`src/rtl/wb_breathe_pwm_pkg.sv`:
```
// Shared register map, control bit positions and channel FSM encoding
// for the Wishbone PWM/breathe engine.
package wb_breathe_pwm_pkg;

  localparam logic [1:0] REG_CTRL   = 2'd0;
  localparam logic [1:0] REG_PRESC  = 2'd1;
  localparam logic [1:0] REG_STATUS = 2'd2;

  localparam int CTRL_EN_BIT   = 0;
  localparam int CTRL_BRTH_BIT = 1;
  localparam int CTRL_DUTY_LSB = 8;

  localparam logic [7:0] PWM_PERIOD = 8'd255;

  typedef enum logic [1:0] {
    IDLE = 2'd0,
    UP   = 2'd1,
    DOWN = 2'd2
  } brth_state_e;

endpackage

```
`src/rtl/wb_breathe_pwm_if.sv`:
```
// Decoded Wishbone slave bus as seen by the PWM engine.
interface wb_breathe_pwm_if #(
  parameter int ADDRWIDTH = 4
);
  logic [ADDRWIDTH-1:0] WBs_ADR;
  logic                 WBs_CYC;
  logic [3:0]           WBs_BYTE_STB;
  logic                 WBs_WE;
  logic                 WBs_STB;
  logic [31:0]          WBs_WR_DAT;
  logic [31:0]          WBs_RD_DAT;
  logic                 WBs_ACK;

  modport master (
    output WBs_ADR, WBs_CYC, WBs_BYTE_STB, WBs_WE, WBs_STB, WBs_WR_DAT,
    input  WBs_RD_DAT, WBs_ACK
  );

  modport slave (
    input  WBs_ADR, WBs_CYC, WBs_BYTE_STB, WBs_WE, WBs_STB, WBs_WR_DAT,
    output WBs_RD_DAT, WBs_ACK
  );
endinterface

```
`src/rtl/wb_breathe_pwm_breathe_chan.sv`:
```
// One PWM channel: static duty or triangular breathe ramp of the level,
// compared against the shared counter to give a registered PWM output.
module breathe_chan
  import wb_breathe_pwm_pkg::*;
#(
  parameter int PRESC_W = 16
) (
  input  logic               clk,
  input  logic               rst,
  input  logic               en,
  input  logic               brth,
  input  logic [7:0]         duty,
  input  logic [PRESC_W-1:0] presc,
  input  logic [7:0]         pwm_cnt,
  output logic               pwm,
  output logic [7:0]         level,
  output logic               dir,
  output brth_state_e        state
);

  brth_state_e        state_q;
  logic [7:0]         level_q;
  logic [PRESC_W-1:0] pcnt_q;
  logic               pwm_q;

  always_ff @(posedge clk or posedge rst) begin
    if (rst) begin
      state_q <= IDLE;
      level_q <= 8'd0;
      pcnt_q  <= '0;
      pwm_q   <= 1'b0;
    end else begin
      pwm_q <= en && (pwm_cnt < level_q);
      case (state_q)
        IDLE: begin
          pcnt_q <= '0;
          if (en && brth) begin
            state_q <= UP;
            level_q <= 8'd0;
          end else begin
            level_q <= duty;
          end
        end
        default: begin
          if (!(en && brth)) begin
            state_q <= IDLE;
            level_q <= duty;
            pcnt_q  <= '0;
          end else if (pcnt_q >= presc) begin
            // >= rather than == so a shrinking prescale never stalls the ramp
            pcnt_q <= '0;
            if (state_q == UP) begin
              level_q <= level_q + 8'd1;
              if (level_q == 8'd254) state_q <= DOWN;
            end else begin
              level_q <= level_q - 8'd1;
              if (level_q == 8'd1) state_q <= UP;
            end
          end else begin
            pcnt_q <= pcnt_q + 1'b1;
          end
        end
      endcase
    end
  end

  assign pwm   = pwm_q;
  assign level = level_q;
  assign dir   = (state_q == DOWN);
  assign state = state_q;

endmodule

```
`src/rtl/wb_breathe_pwm.sv`:
```
// Wishbone register file, single-cycle-delayed ACK and read mux, shared
// 255-clock PWM counter, and NUM_CH breathe_chan instances.
module wb_breathe_pwm
  import wb_breathe_pwm_pkg::*;
#(
  parameter int NUM_CH    = 4,
  parameter int ADDRWIDTH = 4,
  parameter int PRESC_W   = 16
) (
  input  logic              WB_CLK,
  input  logic              WB_RST,
  wb_breathe_pwm_if.slave   wb,
  output logic [NUM_CH-1:0] pwm_o
);

  logic [NUM_CH-1:0]  en_q, en_d;
  logic [NUM_CH-1:0]  brth_q, brth_d;
  logic [7:0]         duty_q  [NUM_CH];
  logic [7:0]         duty_d  [NUM_CH];
  logic [PRESC_W-1:0] presc_q [NUM_CH];
  logic [PRESC_W-1:0] presc_d [NUM_CH];
  logic               ack_q, ack_d;
  logic [31:0]        rd_dat_q, rd_dat_d;
  logic [7:0]         pwm_cnt_q, pwm_cnt_d;

  logic [7:0]         level_w [NUM_CH];
  logic [NUM_CH-1:0]  dir_w;
  brth_state_e        state_w [NUM_CH];

  logic        req;
  logic        addr_ok;
  logic [1:0]  ch;
  logic [1:0]  rg;
  logic [31:0] be_mask;
  logic [31:0] rd_mux;
  logic        unused_wr_dat;

  generate
    if (ADDRWIDTH > 4) begin : g_hi_dec
      assign addr_ok = ~|wb.WBs_ADR[ADDRWIDTH-1:4];
    end else begin : g_no_hi
      assign addr_ok = 1'b1;
    end
  endgenerate

  assign unused_wr_dat = ^wb.WBs_WR_DAT;

  always_comb begin
    req     = wb.WBs_CYC & wb.WBs_STB & ~ack_q;
    ch      = wb.WBs_ADR[3:2];
    rg      = wb.WBs_ADR[1:0];
    be_mask = {{8{wb.WBs_BYTE_STB[3]}}, {8{wb.WBs_BYTE_STB[2]}},
               {8{wb.WBs_BYTE_STB[1]}}, {8{wb.WBs_BYTE_STB[0]}}};
    en_d    = en_q;
    brth_d  = brth_q;
    duty_d  = duty_q;
    presc_d = presc_q;
    rd_mux  = 32'd0;

    for (int i = 0; i < NUM_CH; i++) begin
      if (addr_ok && ch == 2'(i)) begin
        if (req && wb.WBs_WE) begin
          if (rg == REG_CTRL) begin
            if (wb.WBs_BYTE_STB[0]) begin
              en_d[i]   = wb.WBs_WR_DAT[CTRL_EN_BIT];
              brth_d[i] = wb.WBs_WR_DAT[CTRL_BRTH_BIT];
            end
            if (wb.WBs_BYTE_STB[1])
              duty_d[i] = wb.WBs_WR_DAT[CTRL_DUTY_LSB +: 8];
          end else if (rg == REG_PRESC) begin
            presc_d[i] = (presc_q[i] & ~be_mask[PRESC_W-1:0]) |
                         (wb.WBs_WR_DAT[PRESC_W-1:0] & be_mask[PRESC_W-1:0]);
          end
        end
        case (rg)
          REG_CTRL:   rd_mux = {16'd0, duty_q[i], 6'd0, brth_q[i], en_q[i]};
          REG_PRESC:  rd_mux = 32'(presc_q[i]);
          REG_STATUS: rd_mux = {21'd0, 2'(state_w[i]), dir_w[i], level_w[i]};
          default:    rd_mux = 32'd0;
        endcase
      end
    end

    ack_d     = req;
    rd_dat_d  = req ? rd_mux : rd_dat_q;
    pwm_cnt_d = (pwm_cnt_q == PWM_PERIOD - 8'd1) ? 8'd0 : pwm_cnt_q + 8'd1;
  end

  always_ff @(posedge WB_CLK or posedge WB_RST) begin
    if (WB_RST) begin
      en_q      <= '0;
      brth_q    <= '0;
      ack_q     <= 1'b0;
      rd_dat_q  <= 32'd0;
      pwm_cnt_q <= 8'd0;
      for (int i = 0; i < NUM_CH; i++) begin
        duty_q[i]  <= 8'd0;
        presc_q[i] <= '0;
      end
    end else begin
      en_q      <= en_d;
      brth_q    <= brth_d;
      ack_q     <= ack_d;
      rd_dat_q  <= rd_dat_d;
      pwm_cnt_q <= pwm_cnt_d;
      duty_q    <= duty_d;
      presc_q   <= presc_d;
    end
  end

  assign wb.WBs_ACK    = ack_q;
  assign wb.WBs_RD_DAT = rd_dat_q;

  generate
    for (genvar g = 0; g < NUM_CH; g++) begin : g_ch
      breathe_chan #(.PRESC_W(PRESC_W)) u_chan (
        .clk     (WB_CLK),
        .rst     (WB_RST),
        .en      (en_q[g]),
        .brth    (brth_q[g]),
        .duty    (duty_q[g]),
        .presc   (presc_q[g]),
        .pwm_cnt (pwm_cnt_q),
        .pwm     (pwm_o[g]),
        .level   (level_w[g]),
        .dir     (dir_w[g]),
        .state   (state_w[g])
      );
    end
  endgenerate

endmodule

```
`src/flat_wrapper.sv`:
```
// flat-port wrapper written by rule: the top's interface ports become plain ports
module wb_breathe_pwm_flat import wb_breathe_pwm_pkg::*;
#(
  parameter int NUM_CH    = 4,
  parameter int ADDRWIDTH = 4,
  parameter int PRESC_W   = 16
)
  (WB_CLK, WB_RST, pwm_o, wb_WBs_ADR, wb_WBs_CYC, wb_WBs_BYTE_STB, wb_WBs_WE, wb_WBs_STB, wb_WBs_WR_DAT, wb_WBs_RD_DAT, wb_WBs_ACK);
  wb_breathe_pwm_if #(.ADDRWIDTH(ADDRWIDTH)) wb_i ();
  input  logic WB_CLK;
  input  logic WB_RST;
  output logic [NUM_CH-1:0] pwm_o;
  input wire logic [$bits(wb_i.WBs_ADR)-1:0] wb_WBs_ADR;
  input wire logic [$bits(wb_i.WBs_CYC)-1:0] wb_WBs_CYC;
  input wire logic [$bits(wb_i.WBs_BYTE_STB)-1:0] wb_WBs_BYTE_STB;
  input wire logic [$bits(wb_i.WBs_WE)-1:0] wb_WBs_WE;
  input wire logic [$bits(wb_i.WBs_STB)-1:0] wb_WBs_STB;
  input wire logic [$bits(wb_i.WBs_WR_DAT)-1:0] wb_WBs_WR_DAT;
  output wire logic [$bits(wb_i.WBs_RD_DAT)-1:0] wb_WBs_RD_DAT;
  output wire logic [$bits(wb_i.WBs_ACK)-1:0] wb_WBs_ACK;
  assign wb_i.WBs_ADR = wb_WBs_ADR;
  assign wb_i.WBs_CYC = wb_WBs_CYC;
  assign wb_i.WBs_BYTE_STB = wb_WBs_BYTE_STB;
  assign wb_i.WBs_WE = wb_WBs_WE;
  assign wb_i.WBs_STB = wb_WBs_STB;
  assign wb_i.WBs_WR_DAT = wb_WBs_WR_DAT;
  assign wb_WBs_RD_DAT = wb_i.WBs_RD_DAT;
  assign wb_WBs_ACK = wb_i.WBs_ACK;
  wb_breathe_pwm #(.NUM_CH(NUM_CH), .ADDRWIDTH(ADDRWIDTH), .PRESC_W(PRESC_W)) u_core (.WB_CLK(WB_CLK), .WB_RST(WB_RST), .wb(wb_i), .pwm_o(pwm_o));
endmodule
```
`config.mk`:
```
export PLATFORM = sky130hd
export DESIGN_NAME = wb_breathe_pwm_flat
export DESIGN_NICKNAME = d
export VERILOG_FILES = /design/src/rtl/wb_breathe_pwm_pkg.sv /design/src/rtl/wb_breathe_pwm_if.sv /design/src/rtl/wb_breathe_pwm_breathe_chan.sv /design/src/rtl/wb_breathe_pwm.sv /design/src/flat_wrapper.sv
export SDC_FILE = /design/constraint.sdc
export NUM_CORES = 1
export LEC_CHECK = 0
export ABC_CLOCK_PERIOD_IN_PS = 9450
export BUFFER_PORTS_ARGS = -buffer_cell sky130_fd_sc_hd__buf_2
export CORE_ASPECT_RATIO = 0.7
export CORE_MARGIN = 2
export CORE_UTILIZATION = 41
export CTS_CLUSTER_SIZE = 20
export DETAILED_ROUTE_END_ITERATION = 8
export PLACE_DENSITY = 0.69
export SYNTH_ARGS = -nofsm -noshare
export SYNTH_HDL_FRONTEND = slang
export SYNTH_SLANG_ARGS = --single-unit
```
`constraint.sdc`:
```
create_clock -name WB_CLK -period 9.45 [get_ports WB_CLK]
set_clock_uncertainty 0.1 [all_clocks]
set_input_delay 2.3625 -clock WB_CLK [delete_from_list [all_inputs] [get_ports WB_CLK]]
set_output_delay 2.3625 -clock WB_CLK [all_outputs]
set_load 0.05 [all_outputs]
```
==> impl_metrics.env, run 1 <==
export IMPL_multi_input_area_um2=7570
export IMPL_coreArea_um2=34600
export IMPL_clock_sinks=237
export IMPL_cts_root_buffer="clkbuf_16"
export IMPL_place_port_buffers=47
export IMPL_yosys_warnings=0
export IMPL_ys_top_cells_by_area="dfrtp_1, ha_1, o21ai_0"
export IMPL_grt_remaining_overflow=0
export IMPL_slew_headroom_pct=21.4
export IMPL_synth_main_ff_cell="dfrtp_1"
export IMPL_cp_cell_sequence="buf_2 -> inv_1 -> nor2_1 -> buf_4 -> nand2_1 -> nor2_1 -> mux2_2"
export IMPL_ys_types=70
export IMPL_area_growth_syn_to_layout_pct=9.53
export IMPL_timing_final_ws_setup_ns=4.75
export IMPL_rows=57
export IMPL_worstSetupPathType="in -> reg"
export IMPL_max_freq_ghz=0.213
export IMPL_pin_count=82
export IMPL_netlist_instances=1568
export IMPL_setup_viol=0
export IMPL_grt_first_pass_wirelength_um=64500
export IMPL_crit_top_cell="nor2_1"
export IMPL_status="complete, no violations"
export IMPL_hold_violations=0
export IMPL_viasPerCell=5.74
export IMPL_wl_per_cell_um=19.7
export IMPL_cts_clk_slew_worst_paths_ns=0.07
export IMPL_endpoint_kind="register"
export IMPL_yosys_area_top_type="dfrtp_1"
export IMPL_die_x_um=227
export IMPL_rsz0062_at_grt="false"
export IMPL_ys_async_sr_fraction_pct=100
export IMPL_vdd_drop_max_mv=0.148
export IMPL_synth_seq_area_share_pct=41.4
export IMPL_tightestPinTransition_ns=1.18
export IMPL_drt_total_wl_um=40800
export IMPL_crit_slowest_cell="nor2_1"
export IMPL_dieArea_um2=36500
export IMPL_cp_required_ns=9.80
export IMPL_dpl_worst_slack_ns=4.23
export IMPL_drt_pass1_iterations=6
export IMPL_slowest_delay_ns=0.73
export IMPL_syn_avg_cell_area_um2=9.14
export IMPL_vias=11900
export IMPL_regArea_um2=5930
export IMPL_hold_class="reg -> reg"
export IMPL_drtAntennaViolNets=0
export IMPL_drv_cap=0
export IMPL_synth_area_um2=14300
export IMPL_powerDensity_nw_per_um2=161
export IMPL_cts_resized=0
export IMPL_total_leakage_power_uw=0.00745
export IMPL_clock_latency_ns=0.56
export IMPL_initial_utilization_pct=41.4
export IMPL_final_layout_size_suffix_gt1_share_pct=10.3
export IMPL_yosys_area_top_type_share_pct=41.4
export IMPL_grt_start_max_net_pins=124
export IMPL_cts_buffers=25
export IMPL_arrival_ns=5.05
export IMPL_drc=0
export IMPL_finalCriticalPeriod_ns=4.70
export IMPL_place_congestion=0.921
export IMPL_start_kind="input pin"
export IMPL_tns_ns=0
export IMPL_final_nets=1743
export IMPL_n_fill_cell=3266
export IMPL_cts_tree="done"
export IMPL_grtUsageTotal_pct=22.7
export IMPL_cp_max_fo=29
export IMPL_h_tree_depth=1
export IMPL_die_h_um=160
export IMPL_maxSlewViolCount=0
export IMPL_grt_pass1_vias=11200
export IMPL_synth_edf_count=0
export IMPL_antenna_found_initial=1
export IMPL_place_detailed_hpwl_um=29900
export IMPL_synth_ff_latch_count=237
export IMPL_cts_path_max_buffers=3
export IMPL_period_share_pct=49.7
export IMPL_postCtsSetupRepairBufs=0
export IMPL_cts_hold_buffers_added=0
export IMPL_drt_iter0_markers=1314
==> final cells by class <==
| type | instances | share of cell area [%] |
|---|---|---|
| Multi-Input combinational cell | 1140 | 48.2 |
| Sequential cell | 237 | 37.8 |
| Clock buffer | 30 | 4.42 |
| Tap cell | 472 | 3.76 |
| Inverter | 122 | 2.97 |
| Timing Repair Buffer | 58 | 2.02 |
| Clock inverter | 13 | 0.813 |
| Antenna cell | 1 | 0.0159 |
==> worst max-delay path: cells and delay by family <==
family,cells,cell delay (ns)
buffers and inverters,3,1.18
multiplexers,1,0.41
AND/OR/NAND/NOR,3,1.07
==> worst paths after layout <==
kind                       cells after the start                                 from                                         end  slack, ns
setup / recovery                               7                        wb_WBs_ADR[0]                                    register       4.75
hold / removal                                 2  u_core.wb.WBs_RD_DAT[0]$_DFFE_PP0P_         u_core.wb.WBs_RD_DAT[0]$_DFFE_PP0P_       0.38
setup reg to reg                               5          u_core.wb.WBs_ACK$_DFF_PP0_                                    register       6.25
hold reg to reg                                2  u_core.wb.WBs_RD_DAT[0]$_DFFE_PP0P_         u_core.wb.WBs_RD_DAT[0]$_DFFE_PP0P_       0.38
max in group asynchronous                      3                               WB_RST                  asynchronous set/reset pin       5.95
min in group asynchronous                      2                               WB_RST  u_core.g_ch[0].u_chan.level[4]$_DFFE_PP0P_       1.90
==> logic make-up after synthesis <==
| family | Yosys count | share of synthesized area, % |
|---|---|---|
| and+or+nand+nor | 495 | 15.4 |
| AOI/OAI and AO/OA | 381 | 17.4 |
| DFF | 237 | 41.4 |
| buffers and inverters | 206 | 6.20 |
| adders and majority gates | 114 | 9.95 |
| muxes | 79 | 6.25 |
| xor gates and xnor gates | 55 | 3.36 |
| other | 1 | 0.0262 |
==> per-layer routing <==
metal	global-route usage (%)	vias up	share of wire, %	wire length (um)
met5	0	-	0	0
met4	5.50	0	2.3	938
met3	5.10	71	9.4	3860
met2	31.5	479	41	16600
met1	35.5	5845	48	19400
li1	-	5514	-	-
==> cell usage in the layout, fill, tap and decap left out, types with 14 or more instances in the layout <==
master	n
dfrtp_1	237
nand2_1	173
nor2_1	163
o21ai_0	153
inv_1	121
ha_1	114
nand3_1	53
buf_2	47
a21oi_1	45
mux2_2	44
xor2_1	39
mux2i_1	31
a22o_1	31
clkbuf_16	25
a21o_1	24
o31ai_1	20
and3_1	18
nand4_1	17
xnor2_1	16
conb_1	16
o211ai_1	14
==> through the flow <==
step	total power, uW	hold WS, ns	cells	cell area [um2]	util [%]
after floorplan	1410	0.367	1583	14400	-
after detailed placement	1540	0.368	2029	14900	43.0
after global placement	1520	0.363	2029	14900	43.0
after global routing	2630	0.411	2073	15700	45.4
after CTS	2540	0.384	2072	15700	45.4
final	2530	0.380	2073	15700	45.4
==> power breakdown <==
| group | leakage, uW | switching [uW] | internal, uW |
|---|---|---|---|
| clock network | 0.000394 | 448 | 556 |
| logic | 0.00406 | 250 | 120 |
| registers | 0.00299 | 77.5 | 1080 |
==> cell usage after synthesis, types with 36 or more instances <==
cell type	number
nand2_1	173
a21oi_1	45
dfrtp_1	237
xor2_1	39
mux2_2	44
nand3_1	53
inv_1	122
o21ai_0	153
clkbuf_1	36
ha_1	114
nor2_1	163
(Power assumes the default switching activity.)
==> run 2, diff against run 1 <==
--- a/config.mk
+++ b/config.mk
@@ -5,7 +5,7 @@
 export SDC_FILE = /design/constraint.sdc
 export NUM_CORES = 1
 export LEC_CHECK = 0
-export ABC_CLOCK_PERIOD_IN_PS = 9450
+export ABC_CLOCK_PERIOD_IN_PS = 4200
 export BUFFER_PORTS_ARGS = -buffer_cell sky130_fd_sc_hd__buf_2
 export CORE_ASPECT_RATIO = 0.7
 export CORE_MARGIN = 2
==> constraint.sdc (replaced) <==
create_clock -name WB_CLK -period 4.2 [get_ports WB_CLK]
set_clock_uncertainty 0.1 [all_clocks]
set_input_delay 1.05 -clock WB_CLK [delete_from_list [all_inputs] [get_ports WB_CLK]]
set_output_delay 1.05 -clock WB_CLK [all_outputs]
set_load 0.05 [all_outputs]
==> run 2 against run 1 <==
  * Via count is 0.13% higher
  * Register-to-register slack worse by 5.2 ns
  * Design area is 0.88% higher
  * Global-route usage is 0.35 points higher
  * Setup slack worse by 3.7 ns
  * Routed wire length is 1.8% higher
  * Utilization is 0.40 points higher
  * Critical path type is now reg -> reg
==> impl_metrics.env, run 2 (same netlist as run 1, synthesis figures left out) <==
export IMPL_status="complete, no violations"
export IMPL_postCtsSetupRepairBufs=0
export IMPL_final_layout_size_suffix_gt1_share_pct=11.1
export IMPL_drt_pass1_iterations=6
export IMPL_drc=0
export IMPL_vdd_drop_max_mv=0.475
export IMPL_final_cell_mix="dfrtp_1, nand2_1, nor2_1, o21ai_0, inv_1"
export IMPL_endpoint_kind="register"
export IMPL_clkPwrFrac_pct=39.9
export IMPL_final_common_cell="dfrtp_1"
export IMPL_grt_start_max_net_pins=68
export IMPL_die_h_um=160
export IMPL_final_nets=1756
export IMPL_arrival_ns=3.53
export IMPL_antennaDiodeCount=0
export IMPL_rsz0062_at_grt="false"
export IMPL_h_tree_depth=1
export IMPL_wl_per_cell_um=19.9
export IMPL_pin_count=82
export IMPL_reg2reg_slack_ns=1.04
export IMPL_viasPerCell=5.71
export IMPL_antenna_found_initial=1
export IMPL_powerDensity_nw_per_um2=363
export IMPL_dieArea_um2=36500
export IMPL_clock_sinks=237
export IMPL_finalCriticalPeriod_ns=3.16
export IMPL_slowest_delay_ns=0.88
export IMPL_max_freq_ghz=0.316
export IMPL_cp_required_ns=4.57
export IMPL_coreArea_um2=34600
export IMPL_drtAntennaViolNets=0
export IMPL_tightestPinTransition_ns=1.22
export IMPL_grt_first_pass_wirelength_um=65000
export IMPL_power_frac_comb_pct=14.7
export IMPL_setup_viol=0
export IMPL_initial_utilization_pct=41.4
export IMPL_place_congestion=0.928
export IMPL_dpl_worst_slack_ns=0.864
export IMPL_place_detailed_hpwl_um=30900
export IMPL_dpl_cell_count=2042
export IMPL_total_leakage_power_uw=0.00754
export IMPL_start_kind="register"
export IMPL_power_total_uw=5740
export IMPL_cts_resized=0
export IMPL_slew_headroom_pct=18.7
export IMPL_cts_hold_buffers_added=0
export IMPL_drt_iter0_markers=1383
export IMPL_seqPwrFrac_pct=45.4
export IMPL_grt_pass1_vias=11100
export IMPL_maxSlewViolCount=0
export IMPL_cts_path_max_buffers=3
export IMPL_vias=11900
export IMPL_cts_root_buffer="clkbuf_16"
export IMPL_worstSetupPathType="reg -> reg"
export IMPL_clock_latency_ns=0.55
export IMPL_grt_remaining_overflow=0
export IMPL_rows=57
export IMPL_hold_class="reg -> reg"
export IMPL_crit_slowest_cell="nand3_1"
export IMPL_area_growth_syn_to_layout_pct=10.5
export IMPL_place_port_buffers=47
export IMPL_hold_violations=0
export IMPL_p_sw_uw=1730
export IMPL_drt_total_wl_um=41600
export IMPL_internal_power_uw=4010
export IMPL_cts_buffers=25
export IMPL_cts_tree="done"
export IMPL_die_x_um=227
export IMPL_cp_max_fo=27
export IMPL_drv_cap=0
export IMPL_period_share_pct=75.3
export IMPL_grtUsageTotal_pct=23.1
export IMPL_final_cells=2087
export IMPL_cp_cell_sequence="ha_1 -> nand2b_1 -> a2111o_1 -> o211ai_1 -> nand3_1 -> buf_4 -> nor2_1"
export IMPL_switching_share_pct=30.1
export IMPL_cts_clk_slew_worst_paths_ns=0.07
export IMPL_timing_final_ws_setup_ns=1.04
==> run 2: cell count changes in the layout (fill, tap and decap cells not counted), moves of 2 or more <==
cell / change
inv_6: +2
clkinv_2: +4
clkinvlp_4: -2
buf_12: +3
buf_4: +10
inv_8: -2
==> run 2: cell type report <==
cell class | count | area (um2)
clock buffer | 31 | 698
clock inverter | 14 | 133
fill | 3248 | 18800
inverter | 122 | 462
multi-input combinational | 1140 | 7570
sequential | 237 | 5930
tap | 472 | 591
timing repair buffer | 71 | 453
==> run 2: per-layer routing <==
| layer | vias to the layer above | track usage [%] | share of wire (%) |
|---|---|---|---|
| li1 | 5542 | - | - |
| met1 | 5789 | 36.0 | 47 |
| met2 | 526 | 32.5 | 41 |
| met3 | 68 | 5.05 | 9.8 |
| met4 | 0 | 4.75 | 2.1 |
| met5 | - | 0 | 0 |
==> run 2: worst max-delay path, delay by kind of cell, from the launching register on <==
family	cells	cell delay, ns
and+or+nand+nor	3	1.15
AOI/OAI and AO/OA	2	0.52
buffers and inverters	1	0.52
DFF	1	0.46
adders and majority gates	1	0.32
==> run 2: worst paths after layout <==
kind,startpoint,depth (start not counted),to
worst max-delay path,register,7,u_core.g_ch[2].u_chan.pcnt_q[15]$_DFF_PP0_
worst min-delay path,u_core.wb.WBs_RD_DAT[9]$_DFFE_PP0P_,1,u_core.wb.WBs_RD_DAT[9]$_DFFE_PP0P_
worst max register to register,register,7,u_core.g_ch[2].u_chan.pcnt_q[15]$_DFF_PP0_
worst min register to register,u_core.wb.WBs_RD_DAT[9]$_DFFE_PP0P_,1,u_core.wb.WBs_RD_DAT[9]$_DFFE_PP0P_
max in group asynchronous,WB_RST,3,u_core.g_ch[1].u_chan.pcnt_q[7]$_DFF_PP0_
min in group asynchronous,WB_RST,2,u_core.g_ch[0].u_chan.level[6]$_DFFE_PP0P_
==> run 2: power groups by stage <==
stage | logic [uW] | clock network (uW) | registers, uW
6_report | 843 | 2290 | 2610
5_1_grt | 929 | 2420 | 2620
4_1_cts | 837 | 2320 | 2600
3_5_place_dp | 831 | 0 | 2640
3_3_place_gp | 806 | 0 | 2630
2_1_floorplan | 535 | 0 | 2640
==> run 2: stage by stage <==
stage          util [%]  TNS, ns  hold slack (ns)  instance area, um2
3_3_place_gp       43.4        0            0.361               15000
6_report           45.8        0            0.371               15800
4_1_cts            45.8        0            0.375               15800
2_1_floorplan         -   -13.24            0.367               14400
3_5_place_dp       43.4        0            0.360               15000
5_1_grt            45.8        0            0.381               15800
